**src/rtl/aes_spi_slave_frontend.sv**
```systemverilog
// aes_spi_slave_frontend: bit-serial SPI front end that loads msg/key into an AES core and streams its result back.
module aes_spi_slave_frontend #(
  parameter int NB = 4,
  parameter int NK = 4,
  localparam int DW = 32*NB,
  localparam int KW = 32*NK
) (
  input  logic          clk,
  input  logic          rst,
  input  logic          cs,
  input  logic          Mosi,
  output logic          Miso,
  output logic [DW-1:0] core_msg,
  output logic [KW-1:0] core_key,
  output logic          core_start,
  input  logic          core_done,
  input  logic [DW-1:0] core_result,
  output logic          out_valid
);
  localparam int FW = DW + KW;
  localparam logic [2:0] IDLE = 3'd0, RX = 3'd1, START = 3'd2, WAIT = 3'd3, TX = 3'd4;
  logic [2:0]    state_q, state_d;
  logic [8:0]    rx_cnt_q, rx_cnt_d;
  logic [6:0]    tx_cnt_q, tx_cnt_d;
  logic [FW-1:0] shift_q, shift_d;
  logic [DW-1:0] tx_q, tx_d, msg_q, msg_d;
  logic [KW-1:0] key_q, key_d;
  assign core_msg   = msg_q;
  assign core_key   = key_q;
  assign core_start = state_q == START;
  assign out_valid  = state_q == TX;
  assign Miso       = state_q == TX ? tx_q[DW-1] : 1'b0;
  always_comb begin
    state_d  = state_q;
    rx_cnt_d = rx_cnt_q;
    tx_cnt_d = tx_cnt_q;
    shift_d  = shift_q;
    tx_d     = tx_q;
    msg_d    = msg_q;
    key_d    = key_q;
    case (state_q)
      IDLE: if (cs) begin
        shift_d  = {shift_q[FW-2:0], Mosi};
        rx_cnt_d = 9'd1;
        state_d  = RX;
      end
      RX: if (!cs) begin
        rx_cnt_d = 9'd0;
        state_d  = IDLE;
      end else begin
        shift_d  = {shift_q[FW-2:0], Mosi};
        rx_cnt_d = rx_cnt_q + 9'd1;
        // the final bit is included in the latched block via shift_d
        if (rx_cnt_q == 9'(FW-1)) begin
          {msg_d, key_d} = shift_d;
          rx_cnt_d       = 9'd0;
          state_d        = START;
        end
      end
      START: state_d = WAIT;
      WAIT: if (core_done) begin
        tx_d     = core_result;
        tx_cnt_d = 7'd0;
        state_d  = TX;
      end
      TX: if (cs) begin
        tx_d     = {tx_q[DW-2:0], 1'b0};
        tx_cnt_d = tx_cnt_q + 7'd1;
        state_d  = tx_cnt_q == 7'(DW-1) ? IDLE : TX;
      end
      default: state_d = IDLE;
    endcase
  end
  always_ff @(posedge clk or posedge rst) begin
    if (rst) begin
      state_q  <= IDLE;
      rx_cnt_q <= '0;
      tx_cnt_q <= '0;
      shift_q  <= '0;
      tx_q     <= '0;
      msg_q    <= '0;
      key_q    <= '0;
    end else begin
      state_q  <= state_d;
      rx_cnt_q <= rx_cnt_d;
      tx_cnt_q <= tx_cnt_d;
      shift_q  <= shift_d;
      tx_q     <= tx_d;
      msg_q    <= msg_d;
      key_q    <= key_d;
    end
  end
endmodule

```
**config.mk**
```make
export PLATFORM = sky130hd
export DESIGN_NAME = aes_spi_slave_frontend
export DESIGN_NICKNAME = d
export VERILOG_FILES = /design/src/rtl/aes_spi_slave_frontend.sv
export SDC_FILE = /design/constraint.sdc
export NUM_CORES = 1
export LEC_CHECK = 0
export ABC_AREA = 1
export CORE_MARGIN = 2
export CORE_UTILIZATION = 50
export DETAILED_ROUTE_END_ITERATION = 10
export PLACE_DENSITY = 0.74
export SLEW_MARGIN = 20
export SYNTH_ARGS = -nofsm -noshare
export SYNTH_HDL_FRONTEND = slang
export SYNTH_SLANG_ARGS = --single-unit
```
**constraint.sdc**
```tcl
create_clock -name clk -period 31.2 [get_ports clk]
set_input_delay 6.24 -clock clk [delete_from_list [all_inputs] [get_ports clk]]
set_output_delay 6.24 -clock clk [all_outputs]
set_load 0.1 [all_outputs]
```
==> impl_metrics.tcl, run 1 <==
set metrics [dict create \
    die_w_um 235 \
    irDropWorstVdd_v 0.0000601 \
    htreeDepth 3 \
    final_cell_mix "nand2_1 (944), dfrtp_1 (658), o21ai_0 (645)" \
    synth_top_family_by_area "simple AND/OR/NAND/NOR gates" \
    rsz0062_at_grt "false" \
    cts_tree "done" \
    clk_latency_ps 600 \
    synth-xor-area-share_pct 0 \
    report.final.slew_viol_count 0 \
    min_from "shift_q[246]" \
    io_buffers 391 \
    pre_cts_slack_ps 20810 \
    cts_max_path_buffers 3 \
    start_util_pct 50.6 \
    tightest_slew_ps 1190 \
    drtAntennaViolNets 0 \
    hold_depth 2 \
    r2r_slack_ps 27080 \
    tns_ps 0 \
    drt_first_pass_iters 5 \
    p_leak_uw 0.0167 \
    cts_sinks 658 \
    cp_slowest_cell "nor2_4" \
    worst-setup-path-type "in -> reg" \
    die_h_um 235 \
    synth_fa_ha_area_share_pct 0.0939 \
    finalInstanceArea_um2 33000 \
    cp_max_fo 153 \
    crit_arrival_ps 10250 \
    gr-total-overflow 0 \
    clk_pin_slew_ps 60 \
    setup_viol 0 \
    wl_per_cell_um 15.9 \
    area_growth_pct 23.9 \
    synth_nets 3174 \
    drv_cap 0 \
    numCtsBuffers 68 \
    pin_count 392 \
    crit_path_end_kind "flip-flop" \
    finClkSkew_ps 23.6 \
    min_period_ps 9730 \
    grt_pass1_vias 20500 \
    ys_seq_elements 658 \
    syn_area_um2 26600 \
    hold_path_end "core_msg[119]" \
    synth.area.mux_share_pct 0.0423 \
    cp.required_ps 31720 \
    ctsHoldBuffers 0 \
    hold_class "reg -> reg" \
    drt-initial-drc-count 1781 \
    yosysWarnings 0 \
    max_freq_mhz 103 \
    vias 21000 \
    cpPeakStageDelay_ps 910 \
    worst_r2r_endpoint "core_msg[10]" \
    grt_antenna_before_repair 1 \
    status "completed" \
    crit_chain "clkdlybuf4s50_1 -> nand2_8 -> nor2_4 -> buf_4 -> buf_4 -> nand2_1 -> nand2_1" \
    relSlewSlack_pct 20.7 \
    critPathLaunchType "primary input" \
    root_buffer "clkbuf_16" \
    post-cts-setup-buffers 0 \
    cts-resized-gates 0 \
    r2r_start "state_q[2]" \
    drc 0 \
    fin_crit_sh_pct 31.2 \
    hold_viol_final 0 \
    finalPower_uw 2650 \
    finalNetCount 3458 \
    row_count 84 \
    layout_commonest_cell "nand2_1" \
    coreArea_um2 52700 \
    layout-drive-gt1-share_pct 3.83 \
    vias_per_cell 5.17 \
    gr-usage-all-layers_pct 23.5 \
    yosys.area_share.simple_pct 16.0 \
    synthCells 3039 \
    synth.avg_cell_area_um2 8.77 \
    grt_max_degree 183 \
    placed_area_um2 30700 \
    grt_pass1_wl_um 107000 \
    die_area_um2 55100 \
    synth_cell_types 26 \
    postRouteWirelength_um 64600 \
    synth_compound_area_share_pct 14.7 \
    power.density_nw_per_um2 80.4 \
    gp_congestion 0.863 \
    dp_hpwl_um 41200 \
    fin_ws_ps 21470 \
    reg2regPathDepth 9 \
    ys_seq_area_share_pct 61.8 \
]
[flip-flops by register name, indices dropped and copies added (netlist names)]
register and cells:
shift_q 255, core_key 128, core_msg 128, tx_q 128
rx_cnt_q 9, tx_cnt_q 7, state_q 3
[area by class of cell]
| class | count | area, um^2 |
|---|---|---|
| fill | 4227 | 19700 |
| sequential | 658 | 16500 |
| multi-input combinational | 1903 | 8260 |
| timing repair buffer | 413 | 4130 |
| clock buffer | 98 | 1950 |
| inverter | 279 | 1050 |
| tap | 688 | 861 |
| clock inverter | 16 | 282 |
| antenna | 1 | 2.50 |
[cell usage after synthesis]
cell,n,area (um^2)
nand2_2,1,6.26
a21boi_0,1,7.51
nand4_1,4,25.0
a21oi_1,133,666
nand3_2,1,10.0
buf_1,17,63.8
nand2_1,947,3550
o21bai_1,1,7.51
o21ai_1,2,10.0
clkbuf_1,113,424
buf_2,40,200
mux2_2,1,11.3
nor2_2,1,6.26
inv_1,278,1040
o21ai_0,645,3230
or2_2,1,6.26
buf_6,1,11.3
nor2_1,142,533
nand3_1,16,80.1
ha_1,2,25.0
o211ai_1,1,7.51
buf_4,28,210
nor2_4,2,22.5
nor3_1,2,10.0
dfrtp_1,658,16500
inv_2,1,3.75
[critical path: cells and delay by family]
family / cells / cell delay, ps
buffers and inverters: 3 / 2160
AND/OR/NAND/NOR: 4 / 1690
[stage by stage]
step / hold slack [ps] / utilization, % / std cells
after floorplan: 444 / - / 3039
after global placement: 456 / 58.3 / 3939
after detailed placement: 461 / 58.3 / 3939
after CTS: 461 / 62.6 / 4053
after global routing: 485 / 62.7 / 4055
final: 459 / 62.7 / 4056
[metal layers]
metal / global-route usage (%) / share of wire [%] / vias up
li1: - / - / 10100
met1: 33.2 / 45 / 10200
met2: 36.4 / 47 / 562
met3: 4.93 / 6.4 / 102
met4: 7.46 / 2.4 / 4
met5: 0.952 / 0.12 / -
[cell families (layout without fill, tap and decap cells)]
kind of cell,after synthesis,count (layout)
AOI/OAI and AO/OA,783,783
DFF,658,658
and+or+nand+nor,1117,1117
muxes,1,1
adders and majority gates,2,2
other,0,1
buffers and inverters,478,806
[power breakdown]
| group | internal [uW] | switching (uW) | total [uW] |
|---|---|---|---|
| combinational | 183 | 392 | 575 |
| clock | 491 | 325 | 817 |
| sequential | 1110 | 146 | 1260 |
| total | 1790 | 864 | 2650 |
[worst max-delay path by stage]
stage                     startpoint           end  slack, ps
after CTS                         cs  core_msg[86]      21440
after global routing              cs  core_msg[79]      21070
final                             cs  core_msg[10]      21470
after floorplan                  rst   core_key[0]       6520
after global placement            cs  core_msg[44]      20930
after detailed placement          cs  core_msg[53]      20810
(Power assumes the default switching activity.)
==> inputs of run 2 (changes only) <==
--- a/config.mk
+++ b/config.mk
@@ -7,9 +7,9 @@
 export LEC_CHECK = 0
 export ABC_AREA = 1
 export CORE_MARGIN = 2
-export CORE_UTILIZATION = 50
+export CORE_UTILIZATION = 49
 export DETAILED_ROUTE_END_ITERATION = 10
-export PLACE_DENSITY = 0.74
+export PLACE_DENSITY = 0.76
 export SLEW_MARGIN = 20
 export SYNTH_ARGS = -nofsm -noshare
 export SYNTH_HDL_FRONTEND = slang
==> constraint.sdc (replaced) <==
create_clock -name clk -period 8.2 [get_ports clk]
set_input_delay 1.64 -clock clk [delete_from_list [all_inputs] [get_ports clk]]
set_output_delay 1.64 -clock clk [all_outputs]
set_load 0.1 [all_outputs]
==> run 2 against run 1 <==
Effect of this change: core utilization shrank 1.1 points; highest routed layer unchanged; die area grew 2.0%; clock skew is essentially flat; critical endpoint is now out_valid; cell area grew 0.42%; wire length shrank 1.3%; cell count grew 0.59%; combinational power grew to 3.8 times the previous value; global-route usage shrank 0.52 points; critical path type is now reg -> out; largest power group unchanged; non-clock buffer count grew 2; clock-buffer cell count grew 4.
==> impl_metrics.tcl, run 2 (synthesis gave the netlist of run 1 again) <==
set metrics [dict create \
    report.final.slew_viol_count 0 \
    final_cell_mix "nand2_1 (944), dfrtp_1 (658), o21ai_0 (645)" \
    die_w_um 237 \
    cp.required_ps 6560 \
    grt_antenna_before_repair 3 \
    cp_max_fo 52 \
    layout-drive-gt1-share_pct 4.32 \
    cts_max_path_buffers 3 \
    hold_viol_final 0 \
    die_area_um2 56200 \
    hold_class "reg -> reg" \
    internal-power_uw 6810 \
    drt_first_pass_iters 5 \
    row_count 85 \
    crit_start "state_q[0]" \
    pre_cts_slack_ps 3130 \
    numCtsBuffers 70 \
    htreeDepth 3 \
    regArea_um2 16500 \
    tightest_slew_ps 1100 \
    dp_hpwl_um 39500 \
    wl_per_cell_um 15.6 \
    min_period_ps 4780 \
    max_freq_mhz 209 \
    fin_ws_ps 3420 \
    final_util_pct 61.6 \
    grt_max_degree 193 \
    clk_latency_ps 610 \
    drc 0 \
    p_sw_uw 3320 \
    p_clk_share_pct 31.3 \
    vias_per_cell 5.03 \
    setup_viol 0 \
    start_util_pct 49.5 \
    drtAntennaViolNets 0 \
    die_h_um 237 \
    coreArea_um2 53800 \
    rsz0062_at_grt "false" \
    fillers 4469 \
    cts-resized-gates 0 \
    pin_count 392 \
    multi_input_area_um2 8260 \
    p_seq_share_pct 47.1 \
    ctsHoldBuffers 0 \
    top_register "shift_q" \
    crit_path_end_kind "output port" \
    gp_congestion 0.834 \
    crit_arrival_ps 3140 \
    finalNetCount 3462 \
    irDropWorstVdd_v 0.000207 \
    sw_frac_of_total_pct 32.8 \
    status "completed" \
    vias 20500 \
    root_buffer "clkbuf_16" \
    finalPower_uw 10100 \
    worst-setup-path-type "reg -> out" \
    clk_pin_slew_ps 60 \
    drt-initial-drc-count 1659 \
    placed_area_um2 30800 \
    io_buffers 391 \
    grt_pass1_wl_um 104000 \
    postRouteWirelength_um 63800 \
    fin_crit_sh_pct 58.3 \
    finalInstanceArea_um2 33100 \
    drv_cap 0 \
    gr-usage-all-layers_pct 23.0 \
    grt_pass1_vias 19700 \
    gr-total-overflow 0 \
    critPathLaunchType "flip-flop" \
    finClkSkew_ps 23.3 \
    r2r_start "rx_cnt_q[0]" \
    post-cts-setup-buffers 0 \
    largest_reg_flops 255 \
    pwr-share-comb_pct 21.5 \
    cts_sinks 658 \
    relSlewSlack_pct 26.1 \
    p_leak_uw 0.0167 \
    power.density_nw_per_um2 306 \
    min_from "shift_q[28]" \
    cts_tree "done" \
    layout_commonest_cell "nand2_1" \
    area_growth_pct 24.4 \
]
[run 2: changes by cell type in the layout (fill, tap and decap cells not counted), sizes merged]
cell      before  now
bufinv         7    4
inv          283  280
buf           22   24
clkinvlp       0    2
clkinv         5   19
clkbuf        98  102
[run 2: layer usage]
metal	vias up	routed length, um	global-route usage (%)
met5	-	22	0
met2	482	29000	35.2
met3	122	4700	6.86
met4	4	2030	8.16
li1	10200	-	-
met1	9763	28100	31.4
[run 2: critical path: stages (launching register included)]
cell	delay [ps]
dfrtp_1	440
nor2_1	250
nand2_4	310
inv_1	350
clkdlybuf4s50_1	1200
[run 2: final timing paths]
kind | to | slack, ps | depth (start not counted)
setup reg to reg | core_key[93] | 4610 | 9
hold reg to reg | core_key[29] | 470 | 2
max in group asynchronous | core_msg[25] | 4820 | 4
min in group asynchronous | tx_q[18] | 1480 | 2
setup / recovery | out_valid | 3420 | 4
hold / removal | core_key[29] | 470 | 2
[run 2: power by group through the flow]
| stage | Clock [uW] | Combinational (uW) | Sequential (uW) |
|---|---|---|---|
| finish | 3170 | 2180 | 4780 |
| global route | 3380 | 2600 | 4900 |
| CTS | 3240 | 2210 | 4770 |
| detailed placement | 0 | 2190 | 4820 |
| global placement | 0 | 2100 | 4790 |
| floorplan | 0 | 1750 | 4680 |
[run 2: per-stage QoR]
stage               std cells  hold WS, ps  setup TNS [ps]
detailed placement       3951          458               0
global route             4079          493               0
global placement         3951          455               0
floorplan                3039          444        -1601900
finish                   4080          468               0
CTS                      4079          464               0
[run 2: cell type report]
cell class              count  share of cell area [%]
flip-flops and latches    658                    49.7
multi-input cells        1903                    24.9
repair buffers            415                    12.5
clock buffers             102                    6.14
inverters                 279                    3.17
well taps                 696                    2.63
clock inverters            26                   0.914
diodes                      1                 0.00755
==> inputs of run 3 (changes only) <==
==> constraint.sdc (replaced) <==
create_clock -name clk -period 3.85 [get_ports clk]
set_input_delay 0.77 -clock clk [delete_from_list [all_inputs] [get_ports clk]]
set_output_delay 0.77 -clock clk [all_outputs]
set_load 0.1 [all_outputs]
==> run 3 against run 2 <==
Effect of this change: power grew 120%; clock power increased by 120%; sequential cell count stayed put; cell area grew 0.95%; non-clock buffer count rose by 15; clock skew increased by 5.9 ps; setup slack worse by 2500 ps; sequential share of layout area shrank 0.47 points; clock-buffer cell count increased by 1; first-iteration DRC count shrank 2.9%; register-to-register slack got worse by 3200 ps; largest cell class unchanged; highest routed layer is now met4.
==> impl_metrics.tcl, run 3 (synthesis gave the netlist of run 1 again) <==
set metrics [dict create \
    p_sw_uw 7020 \
    cpPeakStageDelay_ps 1170 \
    cp.required_ps 3080 \
    grt_pass1_wl_um 104000 \
    start_util_pct 49.5 \
    placed_area_um2 31100 \
    cts-resized-gates 0 \
    dp_hpwl_um 40100 \
    top_register "shift_q" \
    die_h_um 237 \
    crit_arrival_ps 2190 \
    tns_ps 0 \
    die_area_um2 56200 \
    tightest_slew_ps 1380 \
    report.final.slew_viol_count 0 \
    clk_pin_slew_ps 60 \
    fin_ws_ps 887 \
    pin_count 392 \
    sw_frac_of_total_pct 32.2 \
    min_period_ps 2960 \
    numCtsBuffers 69 \
    p_clk_share_pct 31.3 \
    gr-usage-all-layers_pct 22.9 \
    relSlewSlack_pct 8.18 \
    grt_max_degree 261 \
    finClkSkew_ps 29.2 \
    die_w_um 237 \
    power.density_nw_per_um2 651 \
    cts_tree "done" \
    final_cell_mix "nand2_1 (944), dfrtp_1 (658), o21ai_0 (645)" \
    crit_path_end_kind "output port" \
    hold_viol_final 0 \
    internal-power_uw 14800 \
    setup_viol 0 \
    drt_first_pass_iters 5 \
    ctsHoldBuffers 0 \
    p_seq_share_pct 46.7 \
    wl_per_cell_um 15.7 \
    cts_max_path_buffers 3 \
    io_buffers 391 \
    row_count 85 \
    worst-setup-path-type "reg -> out" \
    fin_crit_sh_pct 77.0 \
    multi_input_area_um2 8260 \
    r2r_slack_ps 1370 \
    regArea_um2 16500 \
    vias_per_cell 5.07 \
    drtAntennaViolNets 0 \
    gr-total-overflow 0 \
    rsz0062_at_grt "false" \
    drv_cap 0 \
    finalInstanceArea_um2 33500 \
    grt_pass1_vias 19900 \
    hold_class "reg -> reg" \
    finalNetCount 3476 \
    critical-path-top-delay-family "buffers and inverters" \
    path_buf_inv 1 \
    layout_commonest_cell "nand2_1" \
    pwr-share-comb_pct 22.0 \
    p_leak_uw 0.0169 \
    coreArea_um2 53800 \
    cp_slowest_cell "clkdlybuf4s50_1" \
    post-cts-setup-buffers 0 \
    pre_cts_slack_ps 939 \
    final_util_pct 62.2 \
    postRouteWirelength_um 64100 \
    area_growth_pct 25.6 \
    clk_latency_ps 600 \
    irDropWorstVdd_v 0.000421 \
    root_buffer "clkbuf_16" \
    gp_congestion 0.839 \
    critPathLaunchType "flip-flop" \
    htreeDepth 3 \
    drc 0 \
    crit_chain "clkdlybuf4s50_1" \
    cts_sinks 658 \
    status "completed" \
    layout-drive-gt1-share_pct 4.72 \
    max_freq_mhz 337 \
    cp_max_fo 2 \
    grt_antenna_before_repair 2 \
    drt-initial-drc-count 1611 \
    largest_reg_flops 255 \
    vias 20700 \
    fillers 4401 \
]
## run 3: changes by cell type in the layout (fill, tap and decap cells not counted), sizes merged
cell,delta
clkbuf,+1
inv,-1
clkdlybuf4s50,-3
buf,+18
clkinv,-11
bufinv,+2
## run 3: power by group through the flow
stage	sequential [uW]	combinational (uW)	clock, uW
3_5_place_dp	10300	4810	0
4_1_cts	10200	4860	6950
6_report	10200	4790	6820
2_1_floorplan	9980	3730	0
3_3_place_gp	10200	4620	0
5_1_grt	10400	5630	7250
## run 3: per-layer routing
layer / vias up / GRT usage [%] / share of wire, %
li1: 10200 / - / -
met1: 9964 / 32.2 / 45
met2: 497 / 35.9 / 47
met3: 96 / 4.97 / 6.2
met4: 0 / 6.98 / 2.4
met5: - / 0 / 0
## run 3: per-stage QoR
| stage | cells | power (uW) | hold slack, ps |
|---|---|---|---|
| 4_1_cts | 4085 | 22000 | 471 |
| 6_report | 4086 | 21800 | 470 |
| 2_1_floorplan | 3039 | 13700 | 444 |
| 5_1_grt | 4086 | 23300 | 492 |
| 3_3_place_gp | 3966 | 14800 | 450 |
| 3_5_place_dp | 3966 | 15100 | 459 |
## run 3: area by class of cell
type	instances	area share, %
antenna	1	0.00748
clock buffer	103	6.20
clock inverter	16	0.808
inverter	279	3.14
multi-input combinational	1903	24.7
sequential	658	49.2
tap	696	2.60
timing repair buffer	430	13.3
## run 3: worst paths after layout
check	start	end	cells past startpoint
setup / recovery	core_msg[59]	core_msg[59]	1
hold / removal	shift_q[124]	core_key[125]	2
min in group asynchronous	rst	shift_q[197]	2
max in group asynchronous	rst	core_key[75]	4
hold reg to reg	shift_q[124]	core_key[125]	2
setup reg to reg	rx_cnt_q[0]	core_key[32]	7
## run 3: tightest hold or removal path: cells and delay by family (launching register included)
family	cells	cell delay (ps)
flops	1	340
simple gates	2	100
